$ cat config.mk
export PLATFORM = sky130hd
export DESIGN_NAME = i2s_sample_port
export DESIGN_NICKNAME = d
export VERILOG_FILES = /design/src/rtl/i2s_sample_port.sv
export SDC_FILE = /design/constraint.sdc
export NUM_CORES = 1
export LEC_CHECK = 0
export CAP_MARGIN = 10
export CORE_MARGIN = 4
export CORE_UTILIZATION = 45
export DETAILED_ROUTE_END_ITERATION = 7
export PLACE_DENSITY_LB_ADDON = 0.08
export SLEW_MARGIN = 20
export SYNTH_ARGS = -nofsm -noshare
export SYNTH_HDL_FRONTEND = slang
export SYNTH_SLANG_ARGS = --single-unit
$ cat constraint.sdc
create_clock -name clk -period 3.7 [get_ports clk]
set_clock_uncertainty 0.15 [all_clocks]
set_input_delay 0.74 -clock clk [delete_from_list [all_inputs] [get_ports clk]]
set_output_delay 0.74 -clock clk [all_outputs]
set_load 0.01 [all_outputs]
$ cat src/rtl/i2s_sample_port.sv
// I2S slave sample port: captures the left slot into sample_out and serialises the
// engine's sample back onto sdout. Optional feature macro: I2S_STEREO_DUP_EN.
module i2s_sample_port #(
  parameter int data_width    = 16,
  parameter int slot_bits_min = 17
) (
  input  logic                  clk,
  input  logic                  reset,
  input  logic                  bclk,
  input  logic                  lrclk,
  input  logic                  sdin,
  output logic                  sdout,
  output logic [data_width-1:0] sample_out,
  output logic                  sample_ready,
  input  logic [data_width-1:0] engine_sample,
  input  logic                  engine_ready,
  output logic                  overrun,
  output logic                  frame_error,
  output logic [2:0]            debug
);

  typedef enum logic [1:0] {
    ST_SYNC  = 2'd0,
    ST_LEFT  = 2'd1,
    ST_RIGHT = 2'd2
  } state_t;

  localparam logic [5:0] dw_idx  = 6'(data_width);
  localparam logic [5:0] min_idx = 6'(slot_bits_min);

`ifdef I2S_STEREO_DUP_EN
  localparam bit dup_en = 1'b1;
`else
  localparam bit dup_en = 1'b0;
`endif

  state_t                state_q, state_d;
  logic [2:0]            bclk_sr, lrclk_sr, sdin_sr;
  logic                  bclk_rise, bclk_fall, lr_rise, lr_fall, lr_edge;
  logic [5:0]            bit_idx;
  logic                  in_data, short_slot;
  logic                  capture_en, complete_en, drive_en, enter_left, enter_right;
  logic                  complete_q, eng_rdy_q, eng_rise, tx_valid;
  logic [data_width-1:0] rx_shift, tx_shift, tx_hold;

  // [0],[1] synchronise the pin, [2] is the previous value for edge detection.
  always_ff @(posedge clk) begin
    if (reset) begin
      bclk_sr  <= '0;
      lrclk_sr <= '0;
      sdin_sr  <= '0;
    end else begin
      bclk_sr  <= {bclk_sr[1:0], bclk};
      lrclk_sr <= {lrclk_sr[1:0], lrclk};
      sdin_sr  <= {sdin_sr[1:0], sdin};
    end
  end

  assign bclk_rise  = bclk_sr[1] & ~bclk_sr[2];
  assign bclk_fall  = ~bclk_sr[1] & bclk_sr[2];
  assign lr_rise    = lrclk_sr[1] & ~lrclk_sr[2];
  assign lr_fall    = ~lrclk_sr[1] & lrclk_sr[2];
  assign lr_edge    = lr_rise | lr_fall;
  assign in_data    = (bit_idx != 6'd0) && (bit_idx <= dw_idx);
  assign short_slot = (state_q != ST_SYNC) && lr_edge && (bit_idx < min_idx);
  assign eng_rise   = engine_ready & ~eng_rdy_q;
  assign debug      = {tx_valid, state_q};

  always_ff @(posedge clk) begin
    if (reset) state_q <= ST_SYNC;
    else       state_q <= state_d;
  end

  always_comb begin
    state_d = state_q;
    case (state_q)
      ST_SYNC: if (lr_fall) state_d = ST_LEFT;
      ST_LEFT, ST_RIGHT: begin
        if (short_slot)   state_d = ST_SYNC;
        else if (lr_fall) state_d = ST_LEFT;
        else if (lr_rise) state_d = ST_RIGHT;
      end
      default: state_d = ST_SYNC;
    endcase
  end

  // lrclk edges take priority over any bclk edge seen in the same cycle.
  always_comb begin
    capture_en  = 1'b0;
    complete_en = 1'b0;
    drive_en    = 1'b0;
    case (state_q)
      ST_LEFT: begin
        capture_en  = bclk_rise && !lr_edge && in_data;
        complete_en = capture_en && (bit_idx == dw_idx);
        drive_en    = bclk_fall && !lr_edge && in_data;
      end
      ST_RIGHT: drive_en = dup_en && bclk_fall && !lr_edge && in_data;
      default: ;
    endcase
    enter_left  = lr_fall && (state_d == ST_LEFT);
    enter_right = lr_rise && (state_d == ST_RIGHT);
  end

  always_ff @(posedge clk) begin
    if (reset) begin
      bit_idx      <= '0;
      rx_shift     <= '0;
      tx_shift     <= '0;
      tx_hold      <= '0;
      tx_valid     <= 1'b0;
      complete_q   <= 1'b0;
      sample_out   <= '0;
      sample_ready <= 1'b0;
      overrun      <= 1'b0;
      frame_error  <= 1'b0;
      sdout        <= 1'b0;
      // Tracking the level during reset avoids a false 0->1 latch on release.
      eng_rdy_q    <= engine_ready;
    end else begin
      eng_rdy_q <= engine_ready;

      if (lr_edge)                              bit_idx <= '0;
      else if (bclk_rise && bit_idx != 6'd63)   bit_idx <= bit_idx + 6'd1;

      if (short_slot)      rx_shift <= '0;
      else if (capture_en) rx_shift <= {rx_shift[data_width-2:0], sdin_sr[2]};

      complete_q   <= complete_en;
      sample_ready <= complete_q & engine_ready;
      if (complete_q && engine_ready) sample_out <= rx_shift;
      if (complete_q && !engine_ready) overrun <= 1'b1;
      frame_error <= short_slot;

      if (eng_rise)        tx_hold <= engine_sample;
      if (eng_rise)        tx_valid <= 1'b1;
      else if (enter_left) tx_valid <= 1'b0;

      if (enter_left || (dup_en && enter_right)) tx_shift <= tx_hold;
      else if (drive_en)                         tx_shift <= tx_shift << 1;

      if (drive_en)                                           sdout <= tx_shift[data_width-1];
      else if (lr_edge || bclk_fall || state_q == ST_SYNC)    sdout <= 1'b0;
    end
  end

endmodule

# ---- Yosys cells after proc, flatten, opt, wreduce, memory -nomap -nowiden
# Cells that the tools add are included.
dict set report word_totals {
  mem_bits_ro 0
  latch_bits 0
  output_inout_bits 23
  input_bits 22
  elab_cells 76
  ff_bits 88
  mem_count 0
  mem_bits_rw 0
}
dict set report classes {
  add_sub_neg 1
  n_reduce_logical 26
  n_mul 0
  eq_ne 5
  order_cmp 2
  shift 0
  muxes 13
  n_bitwise 13
  div_mod_pow 0
}
# op count
set ops {}
lappend ops {{16-bit 2-to-1 mux} 2}
lappend ops {{1-bit logical AND} 12}
lappend ops {{2-bit 2-to-1 mux} 4}
lappend ops {{2-bit nonzero test} 4}
lappend ops {{2-bit OR reduction} 4}
lappend ops {{6-bit by 1-bit adder with 6-bit output (second input constant)} 1}
lappend ops {{1-bit AND} 6}
lappend ops {{6-bit by 5-bit == test with 1-bit output (second input constant)} 1}
lappend ops {{6-bit by 5-bit less-or-equal comparator with 1-bit output (second input constant)} 1}
lappend ops {{6-bit by 5-bit less-than comparator with 1-bit output (second input constant)} 1}
lappend ops {{1-bit 2-to-1 mux} 6}
lappend ops {{6-bit inequality test (second input constant)} 1}
lappend ops {{1-bit inverter} 6}
lappend ops {{6-bit nonzero test} 1}
lappend ops {{2-bit by 1-bit == test with 1-bit output (second input constant)} 2}
lappend ops {{2-bit one-hot mux with 2 select lines} 1}
lappend ops {{2-bit == test (second input constant)} 1}
lappend ops {{1-bit zero test} 2}
lappend ops {{2-bit zero test} 1}
lappend ops {{1-bit logical OR} 2}
lappend ops {{1-bit OR} 1}

# ---- Logic depth before layout (Yosys ltp)
# Gate-level depths: netlist of run 1.
dict set report depth {
  word_depth 11
  mapped_depth 8
  mapped_depth_nobuf 6
}

# ---- Least setup slack after synthesis of run 1
# OpenSTA, ideal clock, no wires.
dict set report synth_path {
  kind {reg-to-reg}
  start {reg state_q[0]}
  end {reg tx_shift[10]}
  arrival_time_ps 1740
  period_less_slack_ps 1979
  setup_slack_ps 1721
  setup_time_ps 88
  required_time_ps 3462
  path_stages_with_launch 9
  n_path_buf 2
  cell_sequence {dfxtp_1 > inv_1 > ha_1 > nand3b_1 > o221a_1 > or2_1 > buf_2 > buf_6 > a311oi_2}
}
dict set report synth_between {
  elab_chain_len 8
  word_cells_on_any_way 17
  cone_classes {eq/ne (3); mux (7); reduce/logical (7)}
}
# element line
set synth_rtl {}
lappend synth_rtl {{start: declaration} 37} ;# state_t state_q, state_d;
lappend synth_rtl {{start signal: assignment} 71} ;# else state_q <= state_d;
lappend synth_rtl {{2-bit nonzero test} 65} ;# assign short_slot = (state_q != ST_SYNC) && lr_edge && (bit_idx < min_idx);
lappend synth_rtl {{1-bit logical AND (2 in series)} 65}
lappend synth_rtl {{2-bit 2-to-1 mux} 79} ;# if (short_slot) state_d = ST_SYNC;
lappend synth_rtl {{2-bit one-hot mux with 2 select lines} 76} ;# case (state_q)
lappend synth_rtl {{2-bit by 1-bit == test with 1-bit output} 101} ;# enter_left = lr_fall && (state_d == ST_LEFT);
lappend synth_rtl {{1-bit logical AND} 101}
lappend synth_rtl {{16-bit 2-to-1 mux / 2-bit nonzero test (equally long branches)} -}
lappend synth_rtl {{end signal: assignment} 139} ;# if (enter_left || (dup_en && enter_right)) tx_shift <= tx_hold;
lappend synth_rtl {{end signal: assignment} 140} ;# else if (drive_en) tx_shift <= tx_shift << 1;
lappend synth_rtl {{end: declaration} 44} ;# logic [data_width-1:0] rx_shift, tx_shift, tx_hold;
# Several ways; a longest one is shown, not always the timed one.
# A chain may end at the register's enable or synchronous reset.

# ---- Final worst setup path of run 1
dict set report layout_path {
  start {reg state_q[0]}
  end {reg tx_shift[11]}
}
# The elaborated chain is that of the path after synthesis.

==> results of run 1 <==
==> cells by family (layout without fill, tap and decap cells) <==
kind of cell / Yosys count / in the layout / synth area share, %
simple gates: 160 / 160 / 21.2
mux: 1 / 1 / 0.265
buf+inv: 53 / 80 / 5.96
flops: 88 / 88 / 46.7
compound gates: 110 / 110 / 21.5
xor+xnor: 6 / 6 / 1.79
fa+ha+maj: 8 / 8 / 2.65
==> metal layers <==
layer  vias up  GRT usage, %
li1       1570             -
met1      1470          25.1
met2        91          26.8
met3        11          4.28
met4         0          5.88
met5         -             0
==> where the power goes <==
group | leakage [nW] | total (W) | internal, W | switching (W)
Combinational | 0.616 | 0.000134 | 0.0000523 | 0.0000821
Sequential | 0.714 | 0.000978 | 0.000967 | 0.0000117
Clock | 0.111 | 0.000740 | 0.000402 | 0.000338
==> area by class of cell <==
type,instances,area (sq um),share of cell area [%]
timing repair buffer,53,503,11.3
tap,105,131,2.95
clock inverter,4,77.6,1.74
sequential,88,1760,39.6
clock buffer,12,145,3.26
inverter,11,41.3,0.927
multi-input combinational,285,1790,40.2
==> sequential cells by signal, summed over array words and instances, names as in the netlist <==
| signal | flops |
|---|---|
| rx_shift | 16 |
| sample_out | 16 |
| tx_hold | 16 |
| tx_shift | 16 |
| bit_idx | 6 |
| bclk_sr | 3 |
| lrclk_sr | 3 |
| sdin_sr | 3 |
| state_q | 2 |
| complete_q | 1 |
| eng_rdy_q | 1 |
| frame_error | 1 |
| overrun | 1 |
| sample_ready | 1 |
| sdout | 1 |
| tx_valid | 1 |
==> Yosys cell counts (3+ instances only) <==
cell type,instances
o31ai_2,9
nor2_1,11
buf_2,9
o21ai_1,3
nor3_1,17
nor2b_1,10
a21oi_1,54
buf_1,7
o31ai_1,22
nand2_1,68
xor2_1,3
inv_1,10
nand2b_1,6
nor4_1,3
a311oi_1,5
dfxtp_1,88
ha_1,8
nand4_1,32
a311oi_2,10
clkbuf_1,23
==> metrics by stage <==
step	cell area, sq um	instances	worst slack (ns)
CTS	4450	558	1.22
finish	4450	558	1.21
detailed placement	4230	542	1.25
global route	4450	558	1.08
floorplan	3780	426	1.72
global placement	4230	542	1.31
==> critical path: cells and delay by family, from the launching register on <==
| family | cells | cell delay (ns) |
|---|---|---|
| and+or+nand+nor | 2 | 0.75 |
| DFF | 1 | 0.40 |
| AOI/OAI and AO/OA | 2 | 0.40 |
| adders and majority gates | 1 | 0.33 |
| buffers and inverters | 2 | 0.30 |
==> worst paths after layout <==
kind / from / endpoint / cells after the start
worst max-delay path: state_q[0] / tx_shift[11] / 7
worst min-delay path: sdin_sr[0] / sdin_sr[1] / 1
worst max register to register: state_q[0] / tx_shift[11] / 7
worst min register to register: sdin_sr[0] / sdin_sr[1] / 1
==> impl_results.rst, run 1 <==
.. list-table::
   :header-rows: 1

   * - Metric
     - Value
   * - Horiz. Die Dim
     - around 100 microns
   * - Post-Syn Nets
     - approximately 460
   * - Synthesis-stage register bit count
     - 88
   * - Yosys top cell area share
     - about 47%
   * - HP Class
     - flop to flop
   * - Die Span Y
     - around 100 microns
   * - Clock buffers created by TritonCTS
     - 9
   * - Post-synthesis sequential area ratio
     - 46.7%
   * - Layout fillers
     - roughly 750
   * - Average footprint of a synthesized cell
     - 8.86 sq um
   * - Gr ovfl total
     - 0
   * - Hold_buf cts
     - 0
   * - Crit end category
     - flop
   * - Startpoint type of the worst setup path
     - flop
   * - Maximum VDD drop
     - 182 uV
   * - Htree depth
     - 3
   * - Cell at the root of the clock tree
     - clkbuf_8
   * - Top layer reached by signal wires
     - met4
   * - Number of enable flip-flop cells after synthesis
     - 0
   * - Proportion of register bits with asynchronous set or reset after synthesis
     - 0%
   * - Most frequent cells in the layout
     - dfxtp_1, nand2_1, a21oi_1
   * - Gates resized, CTS repair
     - 0
   * - Maximum clock path buffer count
     - 2
   * - Crit share post-route
     - between 60 and 70%
   * - Final setup vio count
     - 0
   * - Routed met1 length
     - 4060 microns
   * - Post-route worst hold slack
     - around 0.3 ns
   * - Rows
     - 33
   * - Core Box Area
     - 8180 sq um
   * - Setup repair after global routing missed its margin
     - false
   * - Top cell type by total area after synthesis
     - dfxtp_1
   * - Pwr dens
     - roughly 420 nW/um^2
   * - Critical-path cell with the highest stage delay
     - or2_1
   * - Outcome
     - finished, final reports clean
   * - Area contributors post-synth
     - dfxtp_1, a21oi_1, nand2_1
   * - Number of antenna violations at the first check in global routing
     - 0
   * - Die outline area
     - 9920 sq um
   * - Number of antenna diodes
     - 0
   * - Number of detailed-routing iterations run before antenna repair
     - 4
   * - Clock-pin transition on the worst setup and hold timing paths
     - 0.09 ns
   * - Most common cell after layout, fill and taps aside
     - dfxtp_1
   * - R2R Setup Slk
     - roughly 1.2 ns
   * - Met2 routed WL
     - roughly 3800 microns
   * - Clock latency on the worst-skew pair
     - between 0.3 and 0.4 ns
   * - Largest driver fanout on the critical path
     - 20
   * - Required time at the worst-slack endpoint
     - between 3 and 4 ns
   * - Via count of the first global-routing pass
     - approximately 3000
   * - Clk sink count
     - 88
   * - Worst slew margin relative to its limit
     - between 30 and 40%
   * - Number of design rule violations left after detail routing
     - 0
   * - Cell breakdown of the critical path
     - inv_1 -> ha_1 -> nand3b_1 -> o221a_1 -> buf_4 -> or2_1 -> a311oi_2
   * - Starting density of the core
     - between 40% and 50%
   * - Vias
     - 3142
   * - Share of layout cells above drive strength 1
     - 10.6%
   * - Number of distinct library cells after synthesis
     - 40
   * - Met3 layer wire length in the routed design
     - approximately 450 microns
   * - TritonCTS clock tree
     - built
   * - DRC violation total after the first TritonRoute iteration
     - 198
   * - Vias per Instance
     - approximately 5.6
   * - Ports placed on the boundary
     - 45
   * - Arrival time at the worst endpoint
     - around 2.5 ns
   * - Max-cap violations
     - 0
   * - Number of nets with antenna violations after detailed routing
     - 0
   * - Maximum clock frequency
     - 401 MHz
   * - Setup fix buffers added after clock tree synthesis
     - 0
   * - Number of input and output port buffers inserted
     - 44
   * - Total power
     - between 0.0015 and 0.002 W
   * - Wirelength, routed
     - ~8500 microns
   * - Routed length per placed instance
     - 15.1 microns
   * - Ys flop type
     - dfxtp_1
   * - Overall fraction of global-route tracks in use
     - 17.8%
   * - Setup TNS
     - 0 ns
   * - Synth-to-layout area growth
     - 17.9%
   * - Minimum clock period
     - ~2.5 ns
   * - Synth Warn #
     - 0
   * - Post-Route Utilization
     - 54.5%
   * - Gp weighted congestion
     - between 0.8 and 0.9
   * - WS Path Type
     - flop to flop
   * - Pin count of the biggest net entering global routing
     - 40
   * - Post-Syn Instances
     - 426
   * - CP peak stage delay
     - ~0.65 ns
   * - Transition time at the pin with the least slew margin
     - roughly 0.94 ns
   * - Half-perimeter wire length after detailed placement
     - around 5200 microns
   * - Total count of hold-check failures in the final report
     - 0
   * - Net count of the finished layout
     - roughly 480
   * - Leakage dissipation
     - 1.44 nW
   * - Wire length of the first global-routing pass
     - between 10000 and 15000 microns
   * - Post-Syn Area
     - ~3800 sq um
   * - Count of final max-slew check failures
     - 0
(Power assumes the default switching activity.)
==> run 2, diff against run 1 <==
==> constraint.sdc (replaced) <==
create_clock -name clk -period 2.2 [get_ports clk]
set_clock_uncertainty 0.15 [all_clocks]
set_input_delay 0.44 -clock clk [delete_from_list [all_inputs] [get_ports clk]]
set_output_delay 0.44 -clock clk [all_outputs]
set_load 0.01 [all_outputs]
==> run 2 against run 1 <==
- worst hold slack better by 0.0019 ns
- sequential power is 68% higher
- sequential share of layout area down 0.99 points
- worst setup slack worse by 1.1 ns
- cell count up 2.2%
==> impl_results.rst, run 2 (synthesis results as in run 1) <==
.. list-table::
   :header-rows: 1

   * - Metric
     - Value
   * - Crit share post-route
     - approximately 94%
   * - Clock latency on the worst-skew pair
     - about 0.35 ns
   * - Layout fillers
     - around 760
   * - R2R Setup Slk
     - between 0.1 and 0.15 ns
   * - Final setup vio count
     - 0
   * - Number of antenna violations at the first check in global routing
     - 0
   * - Clk sink count
     - between 80 and 90
   * - Ports placed on the boundary
     - 45
   * - Via count of the first global-routing pass
     - 3096
   * - Most common cell after layout, fill and taps aside
     - dfxtp_1
   * - Maximum VDD drop
     - 439 uV
   * - Most frequent cells in the layout
     - dfxtp_1, nand2_1, a21oi_1
   * - Maximum clock frequency
     - approximately 480 MHz
   * - Core Box Area
     - 8180 sq um
   * - Gr ovfl total
     - 0
   * - Number of design rule violations left after detail routing
     - 0
   * - Crit end category
     - flop
   * - Htree depth
     - 3
   * - Largest driver fanout on the critical path
     - 15
   * - Count of final max-slew check failures
     - 0
   * - Pin count of the biggest net entering global routing
     - 40
   * - Vias per Instance
     - 5.52
   * - Total count of hold-check failures in the final report
     - 0
   * - DRC violation total after the first TritonRoute iteration
     - 200
   * - Startpoint type of the worst setup path
     - flop
   * - Die Span Y
     - ~100 microns
   * - Setup repair after global routing missed its margin
     - false
   * - Required time at the worst-slack endpoint
     - 2.30 ns
   * - Vias
     - ~3100
   * - Number of antenna diodes
     - 0
   * - Transition time at the pin with the least slew margin
     - 0.664 ns
   * - Number of cells on the worst hold path
     - 1
   * - Wire length of the first global-routing pass
     - 14600 microns
   * - WS Path Type
     - flop to flop
   * - Gp weighted congestion
     - ~0.76
   * - Share of layout cells above drive strength 1
     - 13.3%
   * - Arrival time at the worst endpoint
     - ~2.2 ns
   * - Total instance count after detailed placement
     - between 500 and 600
   * - Horiz. Die Dim
     - 99.6 microns
   * - Setup fix buffers added after clock tree synthesis
     - 0
   * - Half-perimeter wire length after detailed placement
     - roughly 5400 microns
   * - Total power
     - about 0.0030 W
   * - Maximum clock path buffer count
     - 2
   * - Overall fraction of global-route tracks in use
     - 17.8%
   * - TritonCTS clock tree
     - built
   * - Worst setup slack after layout
     - between 0.1 and 0.15 ns
   * - HP Class
     - flop to flop
   * - Outcome
     - finished, final reports clean
   * - Final non-filler cell total
     - 570
   * - Number of detailed-routing iterations run before antenna repair
     - 4
   * - Dpl ws
     - -0.0278 ns
   * - Number of input and output port buffers inserted
     - 44
   * - Clock-pin transition on the worst setup and hold timing paths
     - 0.09 ns
   * - Synth-to-layout area growth
     - 21.2%
   * - Cell at the root of the clock tree
     - clkbuf_8
   * - Minimum clock period
     - 2.06 ns
   * - Max-cap violations
     - 0
   * - Routed length per placed instance
     - ~15 microns
   * - Pwr dens
     - 662 nW/um^2
   * - Leakage dissipation
     - 1.50 nW
   * - Rows
     - 33
   * - Starting density of the core
     - 46.2%
   * - Net count of the finished layout
     - 490
   * - Number of nets with antenna violations after detailed routing
     - 0
   * - Worst slew margin relative to its limit
     - 55.7%
   * - Wirelength, routed
     - roughly 8400 microns
   * - Clock buffers created by TritonCTS
     - 9
   * - Path depth of the worst reg2reg path
     - 8
   * - Die outline area
     - a little under 10000 sq um
[run 2: where the power goes]
| part | leakage [nW] | switching, W | internal, W |
|---|---|---|---|
| combinational | 0.690 | 0.000142 | 0.000105 |
| clock | 0.0969 | 0.000547 | 0.000590 |
| sequential | 0.715 | 0.0000192 | 0.00163 |
[run 2: worst paths after layout]
check | startpoint | endpoint
min reg2reg | lrclk_sr[0] | lrclk_sr[1]
max | bit_idx[0] | tx_shift[15]
max reg2reg | bit_idx[0] | tx_shift[15]
min | lrclk_sr[0] | lrclk_sr[1]
[run 2: area by class of cell]
type                            count  area (sq um)  area share (%)
Sequential cell                    88          1770            38.6
Clock inverter                      2          37.5           0.820
Timing Repair Buffer               65           631            13.8
Multi-Input combinational cell    285          1810            39.5
Tap cell                          105           131            2.87
Inverter                           11          41.3           0.902
Clock buffer                       14           163            3.55
[run 2: repair_timing]
item,in CTS,in global routing
resized for setup,1,4
endpoints found under the setup margin,24,6
hold buffers,0,0
[run 2: layer usage]
layer	global-route usage (%)	share of wire, %	vias up
met3	4.21	4.1	7
met5	0	0	-
met4	5.25	0.98	0
met2	28.0	45	63
li1	-	-	1587
met1	24.3	50	1492
[run 2: metrics by stage]
| step | hold slack [ns] | instance area [sq um] | setup TNS (ns) | util (%) |
|---|---|---|---|---|
| after detailed placement | 0.278 | 4350 | -0.0542 | 53.3 |
| after global routing | 0.321 | 4580 | 0 | 56.0 |
| after CTS | 0.305 | 4570 | 0 | 55.8 |
| after floorplan | 0.264 | 3780 | 0 | - |
| after global placement | 0.269 | 4350 | 0 | 53.3 |
| final | 0.296 | 4580 | 0 | 56.0 |
[run 2: worst max-delay path, cell delays in order, from the launching register on]
cell and delay [ns]:
dfxtp_2 0.34, inv_1 0.05, buf_4 0.13, ha_1 0.17, nor3b_1 0.14, o221a_1 0.29, or2_1 0.23, buf_4 0.22
a311oi_1 0.24
==> run 3, diff against run 2 <==
--- a/config.mk
+++ b/config.mk
@@ -9,6 +9,7 @@
 export CORE_MARGIN = 4
 export CORE_UTILIZATION = 45
 export DETAILED_ROUTE_END_ITERATION = 7
+export DONT_BUFFER_PORTS = 1
 export PLACE_DENSITY_LB_ADDON = 0.08
 export SLEW_MARGIN = 20
 export SYNTH_ARGS = -nofsm -noshare
==> run 3 against run 2 <==
- first-iteration DRC count down 20%
- global-route usage up 0.64 points
- clock power down 6%
- critical path type unchanged
- routed wire length up 3.4%
- sequential share of layout area up 3.9 points
==> impl_results.rst, run 3 (synthesis results as in run 1) <==
.. list-table::
   :header-rows: 1

   * - Metric
     - Value
   * - Clock-pin transition on the worst setup and hold timing paths
     - approximately 0.090 ns
   * - Net count of the finished layout
     - around 440
   * - Minimum clock period
     - 2.05 ns
   * - Pin count of the biggest net entering global routing
     - 56
   * - Leakage dissipation
     - ~1.3 nW
   * - Share of layout cells above drive strength 1
     - between 10% and 20%
   * - Rows
     - 33
   * - Number of design rule violations left after detail routing
     - 0
   * - Wirelength, routed
     - 8730 microns
   * - Crit end category
     - flop
   * - Clk sink count
     - 88
   * - Vias
     - 2970
   * - Layout fillers
     - around 780
   * - Combinational share of power
     - under 10%
   * - Via count of the first global-routing pass
     - just under 3000
   * - Number of antenna violations at the first check in global routing
     - 0
   * - Starting density of the core
     - 46.2%
   * - Synth-to-layout area growth
     - 9.81%
   * - Vias per Instance
     - between 5 and 6
   * - Number of detailed-routing iterations run before antenna repair
     - 4
   * - Setup repair after global routing missed its margin
     - false
   * - Crit share post-route
     - between 90% and 100%
   * - Number of cells on the worst hold path
     - 2
   * - Total instance count after detailed placement
     - between 500 and 600
   * - Total power
     - around 0.003 W
   * - Path depth of the worst reg2reg path
     - 8
   * - Cell at the root of the clock tree
     - clkbuf_8
   * - Half-perimeter wire length after detailed placement
     - approximately 5200 microns
   * - TritonCTS clock tree
     - built
   * - Maximum clock path buffer count
     - 2
   * - Startpoint type of the worst setup path
     - flop
   * - Transition time at the pin with the least slew margin
     - approximately 0.71 ns
   * - Proportion of power drawn by the clock network
     - between 30% and 40%
   * - Number of input and output port buffers inserted
     - 0
   * - Final setup vio count
     - 0
   * - Required time at the worst-slack endpoint
     - ~2.3 ns
   * - Largest driver fanout on the critical path
     - 16
   * - Max-cap violations
     - 0
   * - Cell Int Power
     - between 0.002 and 0.0025 W
   * - Worst setup slack after layout
     - between 0.1 and 0.15 ns
   * - Clock latency on the worst-skew pair
     - about 0.36 ns
   * - Clock buffers created by TritonCTS
     - 9
   * - Maximum VDD drop
     - approximately 310 uV
   * - Share of power burned in registers
     - 56.2%
   * - Switching fraction of total power
     - between 20% and 30%
   * - Arrival time at the worst endpoint
     - between 2 and 2.5 ns
   * - Core Box Area
     - about 8200 sq um
   * - Worst slew margin relative to its limit
     - between 50% and 60%
   * - Wire length of the first global-routing pass
     - about 15000 microns
   * - Post-Route Utilization
     - roughly 51%
   * - Most common cell after layout, fill and taps aside
     - dfxtp_1
   * - Horiz. Die Dim
     - approximately 100 microns
   * - Final non-filler cell total
     - approximately 520
   * - Routed length per placed instance
     - between 15 and 20 microns
   * - Gp weighted congestion
     - 0.768
   * - Setup fix buffers added after clock tree synthesis
     - 0
   * - Ports placed on the boundary
     - 45
   * - Count of final max-slew check failures
     - 0
   * - Gr ovfl total
     - 0
   * - Overall fraction of global-route tracks in use
     - a little under a fifth
   * - DRC violation total after the first TritonRoute iteration
     - 160
   * - P_sw
     - 0.000717 W
   * - Most frequent cells in the layout
     - dfxtp_1, nand2_1, a21oi_1
   * - HP Class
     - input port to flop
   * - Number of antenna diodes
     - 0
   * - Pwr dens
     - about 710 nW/um^2
   * - Maximum clock frequency
     - 487 MHz
   * - Die Span Y
     - approximately 100 microns
   * - Htree depth
     - 3
   * - Number of nets with antenna violations after detailed routing
     - 0
   * - Post-route worst hold slack
     - roughly 0.055 ns
   * - WS Path Type
     - flop to flop
   * - Total count of hold-check failures in the final report
     - 0
   * - Outcome
     - finished, final reports clean
   * - Dpl ws
     - -0.0736 ns
   * - Die outline area
     - around 10000 sq um
run 3: critical path, stage by stage, from the launching register on:
cell     delay [ns]
dfxtp_1        0.36
inv_1          0.06
buf_4          0.13
ha_1           0.18
nor3b_2        0.16
o221a_1        0.28
or2_1          0.22
buf_6          0.17
a41o_1         0.23
run 3: stage by stage:
step                      setup TNS [ns]  area [sq um]
after floorplan                        0          3780
after global routing                   0          4150
final                                  0          4150
after global placement                 0          3900
after detailed placement          -0.552          3900
after CTS                              0          4130
run 3: area by class of cell:
type	count	area, sq um	area share, %
clock buffer	10	128	3.08
sequential	88	1760	42.5
multi-input combinational	285	1810	43.8
tap	105	131	3.17
timing repair buffer	19	221	5.34
inverter	11	41.3	0.996
clock inverter	4	47.5	1.15
run 3: power groups by stage:
stage	registers (W)	logic [W]	clock network [W]
3_5_place_dp	0.00168	0.000183	0
2_1_floorplan	0.00168	0.000151	0
4_1_cts	0.00165	0.000215	0.00110
5_1_grt	0.00165	0.000236	0.00117
3_3_place_gp	0.00168	0.000180	0
6_report	0.00164	0.000214	0.00107
run 3: path summary, 6_finish.rpt:
kind	start	endpoint	slack (ns)
hold / removal	engine_sample[7]	tx_hold[7]	0.06
setup reg to reg	bit_idx[0]	tx_shift[0]	0.15
setup / recovery	bit_idx[0]	tx_shift[0]	0.15
hold reg to reg	sdin_sr[0]	sdin_sr[1]	0.29
run 3: routing by layer:
metal  global-route usage [%]  share of wire [%]
met5                        0                  0
met4                     7.04                1.9
met3                     4.56                4.9
met1                     25.6                 48
met2                     27.6                 45
run 3: timing repair:
item	CTS	global route
endpoints found under the setup margin	24	8
hold buffers	3	0
gates resized for setup	1	4
gates cloned	0	0
endpoints found under the hold margin	56	0
